[src/rtl/wb_arb_pkg.sv]
// Shared definitions for the two-master Wishbone arbiter: state encoding,
// watchdog default and the counter-width helper.
package wb_arb_pkg;

  typedef enum logic [1:0] {
    ST_IDLE   = 2'd0,
    ST_GRANT0 = 2'd1,
    ST_GRANT1 = 2'd2,
    ST_ABORT  = 2'd3
  } arb_state_e;

  localparam int unsigned TIMEOUT_CYCLES_DEF = 256;

  // Counter must hold values up to TIMEOUT_CYCLES inclusive.
  function automatic int unsigned wdt_cnt_width(input int unsigned cycles);
    return $clog2(cycles + 1);
  endfunction

endpackage

[src/rtl/wb_bus_watchdog.sv]
// Bus watchdog: counts unacknowledged strobe cycles and flags expiry on the
// last permitted cycle so the arbiter can abort on the following edge.
module wb_bus_watchdog
  import wb_arb_pkg::*;
#(
  parameter int unsigned TIMEOUT_CYCLES = TIMEOUT_CYCLES_DEF
) (
  input  logic clk,
  input  logic rst,
  input  logic i_clear,
  input  logic i_count_en,
  output logic o_expire
);

  localparam int unsigned CNT_W = wdt_cnt_width(TIMEOUT_CYCLES);
  localparam logic [CNT_W-1:0] LAST_CNT = CNT_W'(TIMEOUT_CYCLES - 1);

  logic [CNT_W-1:0] r_cnt;

  // NOTE: sequential state uses non-blocking assignments so every register
  // samples pre-edge values regardless of process ordering.
  always_ff @(posedge clk or posedge rst) begin
    if (rst) begin
      r_cnt <= '0;
    end else if (i_clear) begin
      r_cnt <= '0;
    end else if (i_count_en) begin
      r_cnt <= r_cnt + CNT_W'(1);
    end
  end

  // Expiry is gated by count_en, so an ack in the final cycle suppresses it.
  assign o_expire = i_count_en && (r_cnt == LAST_CNT);

endmodule

[src/rtl/wishbone_arbiter_2m.sv]
// Round-robin arbiter sharing one Wishbone master port between two masters,
// granting whole cyc-held cycles and aborting cycles a slave never acks.
module wishbone_arbiter_2m
  import wb_arb_pkg::*;
#(
  parameter int unsigned TIMEOUT_CYCLES = TIMEOUT_CYCLES_DEF
) (
  input  logic        clk,
  input  logic        rst,
  // master 0
  input  logic        m0_cyc_i,
  input  logic        m0_stb_i,
  input  logic        m0_we_i,
  input  logic [3:0]  m0_sel_i,
  input  logic [31:0] m0_adr_i,
  input  logic [31:0] m0_dat_i,
  output logic [31:0] m0_dat_o,
  output logic        m0_ack_o,
  output logic        m0_err_o,
  output logic        m0_int_o,
  // master 1
  input  logic        m1_cyc_i,
  input  logic        m1_stb_i,
  input  logic        m1_we_i,
  input  logic [3:0]  m1_sel_i,
  input  logic [31:0] m1_adr_i,
  input  logic [31:0] m1_dat_i,
  output logic [31:0] m1_dat_o,
  output logic        m1_ack_o,
  output logic        m1_err_o,
  output logic        m1_int_o,
  // shared slave side
  output logic        s_cyc_o,
  output logic        s_stb_o,
  output logic        s_we_o,
  output logic [3:0]  s_sel_o,
  output logic [31:0] s_adr_o,
  output logic [31:0] s_dat_o,
  input  logic [31:0] s_dat_i,
  input  logic        s_ack_i,
  input  logic        s_int_i,
  output logic        timeout_o,
  output logic [1:0]  grant_o
);

  arb_state_e r_state;
  arb_state_e w_next;
  logic       r_last;
  logic       r_timeout;
  logic       r_err0;
  logic       r_err1;
  logic       w_granted;
  logic       w_abort_entry;
  logic       w_wdt_clear;
  logic       w_wdt_count;
  logic       w_wdt_expire;

  // State register
  always_ff @(posedge clk or posedge rst) begin
    if (rst) begin
      r_state <= ST_IDLE;
    end else begin
      r_state <= w_next;
    end
  end

  // Next-state logic
  // NOTE: every always_comb output gets a default first so no path infers a latch.
  always_comb begin
    w_next = r_state;
    case (r_state)
      ST_IDLE: begin
        if (m0_cyc_i && m1_cyc_i) begin
          w_next = r_last ? ST_GRANT0 : ST_GRANT1;
        end else if (m0_cyc_i) begin
          w_next = ST_GRANT0;
        end else if (m1_cyc_i) begin
          w_next = ST_GRANT1;
        end
      end
      ST_GRANT0: begin
        if (!m0_cyc_i) begin
          w_next = m1_cyc_i ? ST_GRANT1 : ST_IDLE;
        end else if (w_wdt_expire) begin
          w_next = ST_ABORT;
        end
      end
      ST_GRANT1: begin
        if (!m1_cyc_i) begin
          w_next = m0_cyc_i ? ST_GRANT0 : ST_IDLE;
        end else if (w_wdt_expire) begin
          w_next = ST_ABORT;
        end
      end
      ST_ABORT: begin
        // r_last still names the master whose cycle was aborted.
        if (!(r_last ? m1_cyc_i : m0_cyc_i)) begin
          w_next = ST_IDLE;
        end
      end
      default: w_next = ST_IDLE;
    endcase
  end

  // Output muxing, driven from the state register only
  always_comb begin
    s_cyc_o  = 1'b0;
    s_stb_o  = 1'b0;
    s_we_o   = 1'b0;
    s_sel_o  = '0;
    s_adr_o  = '0;
    s_dat_o  = '0;
    m0_ack_o = 1'b0;
    m0_dat_o = '0;
    m1_ack_o = 1'b0;
    m1_dat_o = '0;
    case (r_state)
      ST_GRANT0: begin
        s_cyc_o  = m0_cyc_i;
        s_stb_o  = m0_stb_i;
        s_we_o   = m0_we_i;
        s_sel_o  = m0_sel_i;
        s_adr_o  = m0_adr_i;
        s_dat_o  = m0_dat_i;
        m0_ack_o = s_ack_i;
        m0_dat_o = s_dat_i;
      end
      ST_GRANT1: begin
        s_cyc_o  = m1_cyc_i;
        s_stb_o  = m1_stb_i;
        s_we_o   = m1_we_i;
        s_sel_o  = m1_sel_i;
        s_adr_o  = m1_adr_i;
        s_dat_o  = m1_dat_i;
        m1_ack_o = s_ack_i;
        m1_dat_o = s_dat_i;
      end
      default: ;
    endcase
  end

  assign grant_o  = {r_state == ST_GRANT1, r_state == ST_GRANT0};
  assign m0_int_o = s_int_i;
  assign m1_int_o = s_int_i;

  // Round-robin history and one-cycle abort pulses
  assign w_abort_entry = (w_next == ST_ABORT) && (r_state != ST_ABORT);

  always_ff @(posedge clk or posedge rst) begin
    if (rst) begin
      r_last    <= 1'b1;
      r_timeout <= 1'b0;
      r_err0    <= 1'b0;
      r_err1    <= 1'b0;
    end else begin
      if (w_next == ST_GRANT0 && r_state != ST_GRANT0) begin
        r_last <= 1'b0;
      end else if (w_next == ST_GRANT1 && r_state != ST_GRANT1) begin
        r_last <= 1'b1;
      end
      r_timeout <= w_abort_entry;
      r_err0    <= w_abort_entry && (r_state == ST_GRANT0);
      r_err1    <= w_abort_entry && (r_state == ST_GRANT1);
    end
  end

  assign timeout_o = r_timeout;
  assign m0_err_o  = r_err0;
  assign m1_err_o  = r_err1;

  // Watchdog control
  assign w_granted   = (r_state == ST_GRANT0) || (r_state == ST_GRANT1);
  assign w_wdt_count = w_granted && s_stb_o && !s_ack_i;
  assign w_wdt_clear = (r_state == ST_IDLE) || (w_next != r_state) || s_ack_i;

  wb_bus_watchdog #(
    .TIMEOUT_CYCLES(TIMEOUT_CYCLES)
  ) u_wdt (
    .clk       (clk),
    .rst       (rst),
    .i_clear   (w_wdt_clear),
    .i_count_en(w_wdt_count),
    .o_expire  (w_wdt_expire)
  );

endmodule

[config.mk]
export PLATFORM = sky130hd
export DESIGN_NAME = wishbone_arbiter_2m
export DESIGN_NICKNAME = d
export VERILOG_FILES = /design/src/rtl/wb_arb_pkg.sv /design/src/rtl/wb_bus_watchdog.sv /design/src/rtl/wishbone_arbiter_2m.sv
export SDC_FILE = /design/constraint.sdc
export NUM_CORES = 1
export LEC_CHECK = 0
export CAP_MARGIN = 30
export CELL_PAD_IN_SITES_DETAIL_PLACEMENT = 0
export CELL_PAD_IN_SITES_GLOBAL_PLACEMENT = 1
export CORE_ASPECT_RATIO = 0.6
export CORE_MARGIN = 2
export CORE_UTILIZATION = 17
export CTS_BUF_LIST = sky130_fd_sc_hd__clkbuf_8 sky130_fd_sc_hd__clkbuf_16
export DETAILED_ROUTE_END_ITERATION = 7
export PLACE_DENSITY = 0.83
export REMOVE_ABC_BUFFERS = 1
export SYNTH_ARGS = -nofsm -noshare
export SYNTH_HDL_FRONTEND = slang
export SYNTH_SLANG_ARGS = --single-unit
[constraint.sdc]
create_clock -name clk -period 4.9 [get_ports clk]
set_input_delay 0.735 -clock clk [delete_from_list [all_inputs] [get_ports clk]]
set_output_delay 0.735 -clock clk [all_outputs]
set_load 0.01 [all_outputs]
==> flow_metrics.py <==
metrics = {
    "worst_setup_path": {
        "timing_worst_setup_path_type": "flop to output port",
        "cp_data_arrival_time_ns": 2.93,
        "setup_slack_of_the_worst_register_to_register_path_ns": 2.37,
        "critical-path-max-stage-delay_ns": 0.71,
        "worst-endpoint-required_ns": 4.16,
        "crit_chain": "inv_1 > ha_2 > buf_4 > nor2b_1 > clkdlybuf4s50_1",
        "critical_path.endpoint_type": "output port",
        "worst_path_max_delay_cell": "ha_2",
        "critPathLaunchType": "flop",
        "crit_path_max_fanout": 42,
    },
    "floorplanning": {
        "overall_die_height_um": 99.91,
        "placement_rows": 34,
        "dieWidth_um": 163.9,
        "starting_density_of_the_core_pct": 17.71,
        "die_area_mm2": 0.01637,
        "ports": 322,
        "coreArea_mm2": 0.01472,
    },
    "clock_network": {
        "cts_sinks": 15,
        "clockRootBuffer": "clkbuf_16",
        "cts_resized": 0,
        "htree_num_levels": 1,
        "worstSkewPairLatency_ns": 0.25,
        "clockBufferDepth": 2,
        "post-cts-setup-buffers": 0,
        "cts_inserted_buffers": 3,
        "cts_tree": "built",
        "worst_setup_hold_path_clk_slew_ns": 0.05,
        "ctsHoldBuffers": 0,
    },
    "grt": {
        "grt_start_max_net_pins": 87,
        "grt.overflow.total": 0,
        "grt_antenna_before_repair": 0,
        "global_route.usage.met1_pct": 20.13,
        "number_of_global_route_vias_before_repair": 3725,
        "met2_usage_pct": 32.03,
        "grt_util_met3_pct": 4.959,
        "grt_first_pass_wirelength_mm": 21.73,
        "overall_routing_resource_usage_pct": 17.09,
        "global_route.peak_usage_layer": "met2",
    },
    "detailed_routing": {
        "first_iter_violations": 189,
        "avgRoutedWirePerCell_um": 17.52,
        "firstDrtPassIters": 4,
        "postRouteAntennaNets": 0,
        "via_per_inst": 4.477,
        "dr_total_vias": 3792,
        "drc_errors": 0,
        "drt_wl_total_mm": 14.84,
    },
    "synth": {
        "area_fraction_of_the_dominant_cell_type_after_synthesis_pct": 19.88,
        "yosys.area_share.xor_xnor_pct": 2.352,
        "postSynth.topFlopCell": "dfrtp_1",
        "synth_mux_area_share_pct": 0,
        "postSynth.asyncResetShare_pct": 100.0,
        "synth-simple-area-share_pct": 42.39,
        "netlist-cell-type-count": 48,
        "synthTopCellsByCount": "70 x nor2b_1, 69 x a22oi_1, 67 x and2_1",
        "synth.avg_cell_area_um2": 7.240,
        "synth_edf_count": 0,
        "synth_area_leaders": "a22oi_1 20%, nor2b_1 17%, and2_1 16%",
        "synth_fa_ha_area_share_pct": 2.880,
        "ys_seq_area_share_pct": 14.45,
        "synth_top_family_by_area": "simple AND/OR/NAND/NOR gates",
        "yosys.cell_count.top_type": "nor2b_1",
        "netlist.top_cell.by_area": "a22oi_1",
        "ys_seq_elements": 15,
        "syn_inst": 360,
        "synthesis.yosys.warnings": 0,
        "synth_compound_gate_area_share_pct": 30.00,
        "synthesis.area_mm2": 0.002606,
    },
    "timing": {
        "worst_clock_skew_ns": 0.001225,
        "max_freq_ghz": 0.2731,
        "setup_viol": 0,
        "post-route-period-util_pct": 74.74,
        "setup_total_negative_slack_ns": 0,
        "rsz0062_at_grt": "no",
        "min_period_ns": 3.662,
        "worst-slew-pin-transition_ns": 0.6287,
        "max-slew-margin-rel_pct": 58.09,
        "timing.final.max_slew_violations": 0,
        "hold_violations": 0,
    },
    "placement": {
        "dpl.hpwl_mm": 12.28,
        "place_congestion": 0.8234,
        "placed_cell_count": 843,
        "port-buffer-count": 318,
    },
    "power": {
        "power_density_mw_per_mm2": 486.8,
        "power_leakage_nw": 2.106,
        "peakVddDrop_mv": 0.2497,
    },
    "cells_and_area": {
        "flow.area_growth_from_synthesis_pct": 131.1,
        "diodes": 0,
        "final_net_count": 834,
        "final_cell_count_no_fill": 847,
        "layout-drive-gt1-share_pct": 3.698,
    },
    "job": {
        "max_cap_violations": 0,
    },
    "run_status": {
        "status": "finished, final reports clean",
    },
    "worst_hold_path": {
        "worstHoldPathType": "flop to flop",
    },
}
-- path summary, 6_finish.rpt --
| check | from | endpoint | cells past startpoint |
|---|---|---|---|
| max | r_state[1] | s_dat_o[9] | 5 |
| min | u_wdt.r_cnt[8] | u_wdt.r_cnt[8] | 2 |
| max reg2reg | r_state[0] | u_wdt.r_cnt[4] | 8 |
| min reg2reg | u_wdt.r_cnt[8] | u_wdt.r_cnt[8] | 2 |
| max in group asynchronous | rst | u_wdt.r_cnt[5] | 2 |
| min in group asynchronous | rst | m1_err_o | 2 |
-- sequential cells by signal, summed over array words and instances, names as in the netlist --
signal       count
r_last           1
m0_err_o         1
timeout_o        1
u_wdt.r_cnt      9
r_state          2
m1_err_o         1
-- layout by cell type, fill, tap and decap left out, types with 2 or more instances in the layout --
cell / count
a22oi_1: 69
a211oi_2: 3
and2_1: 67
nor3_1: 2
nand3b_1: 4
xor2_1: 4
o21a_1: 2
clkdlybuf4s50_1: 318
a21oi_1: 6
o21ai_0: 5
xnor2_1: 3
dfrtp_1: 14
inv_1: 11
nor2b_1: 70
buf_4: 3
ha_1: 3
nand3_1: 2
clkbuf_16: 3
a21boi_0: 2
nand2_1: 10
ha_4: 2
nor2_1: 15
nand4_1: 3
a31oi_1: 2
-- layout make-up --
class	count	area, um^2
clock buffer	3	75.07
inverter	11	41.29
fill	1483	8697
multi-input combinational	297	2051
sequential	15	376.6
clock inverter	1	5.005
timing repair buffer	322	3226
tap	198	247.7
-- critical path: cells and delay by family (launching register included) --
family | cells | cell delay, ns
flops | 1 | 0.53
fa+ha+maj | 1 | 0.71
simple gates | 1 | 0.28
buf+inv | 3 | 1.16
-- report_power, final --
part	switching (mW)	internal [mW]	leakage (nW)	total, mW
logic	1.24	1.36	1.86	2.59
registers	0.0317	0.146	0.203	0.178
clock network	0.0534	0.109	0.0409	0.163
total	1.32	1.61	2.11	2.93
-- per-stage QoR --
stage	worst slack (ns)	utilization [%]	hold WS, ns	instance area, um^2	total power, mW
global placement	1.493	40.37	0.4952	5942	2.767
floorplan	1.222	-	0.4802	2441	1.451
CTS	1.174	40.91	0.5148	6022	2.964
global route	1.032	40.91	0.5337	6022	3.136
finish	1.238	40.91	0.5156	6022	2.932
detailed placement	1.451	40.37	0.5041	5942	2.790
-- metal layers --
metal | share of wire [%] | routed length, um
met2 | 50 | 7490
met1 | 40 | 5954
met4 | 0.58 | 86
met3 | 8.8 | 1309
met5 | 0 | 0
-- logic make-up after synthesis --
| logic type | Yosys count |
|---|---|
| buffers and inverters | 48 |
| AO/OA/AOI/OAI | 101 |
| XOR/XNOR | 7 |
| AND/OR/NAND/NOR | 183 |
| adder cells (fa/ha/maj) | 6 |
| flip-flops | 15 |
No activity file was read; power rests on OpenSTA's default activity.
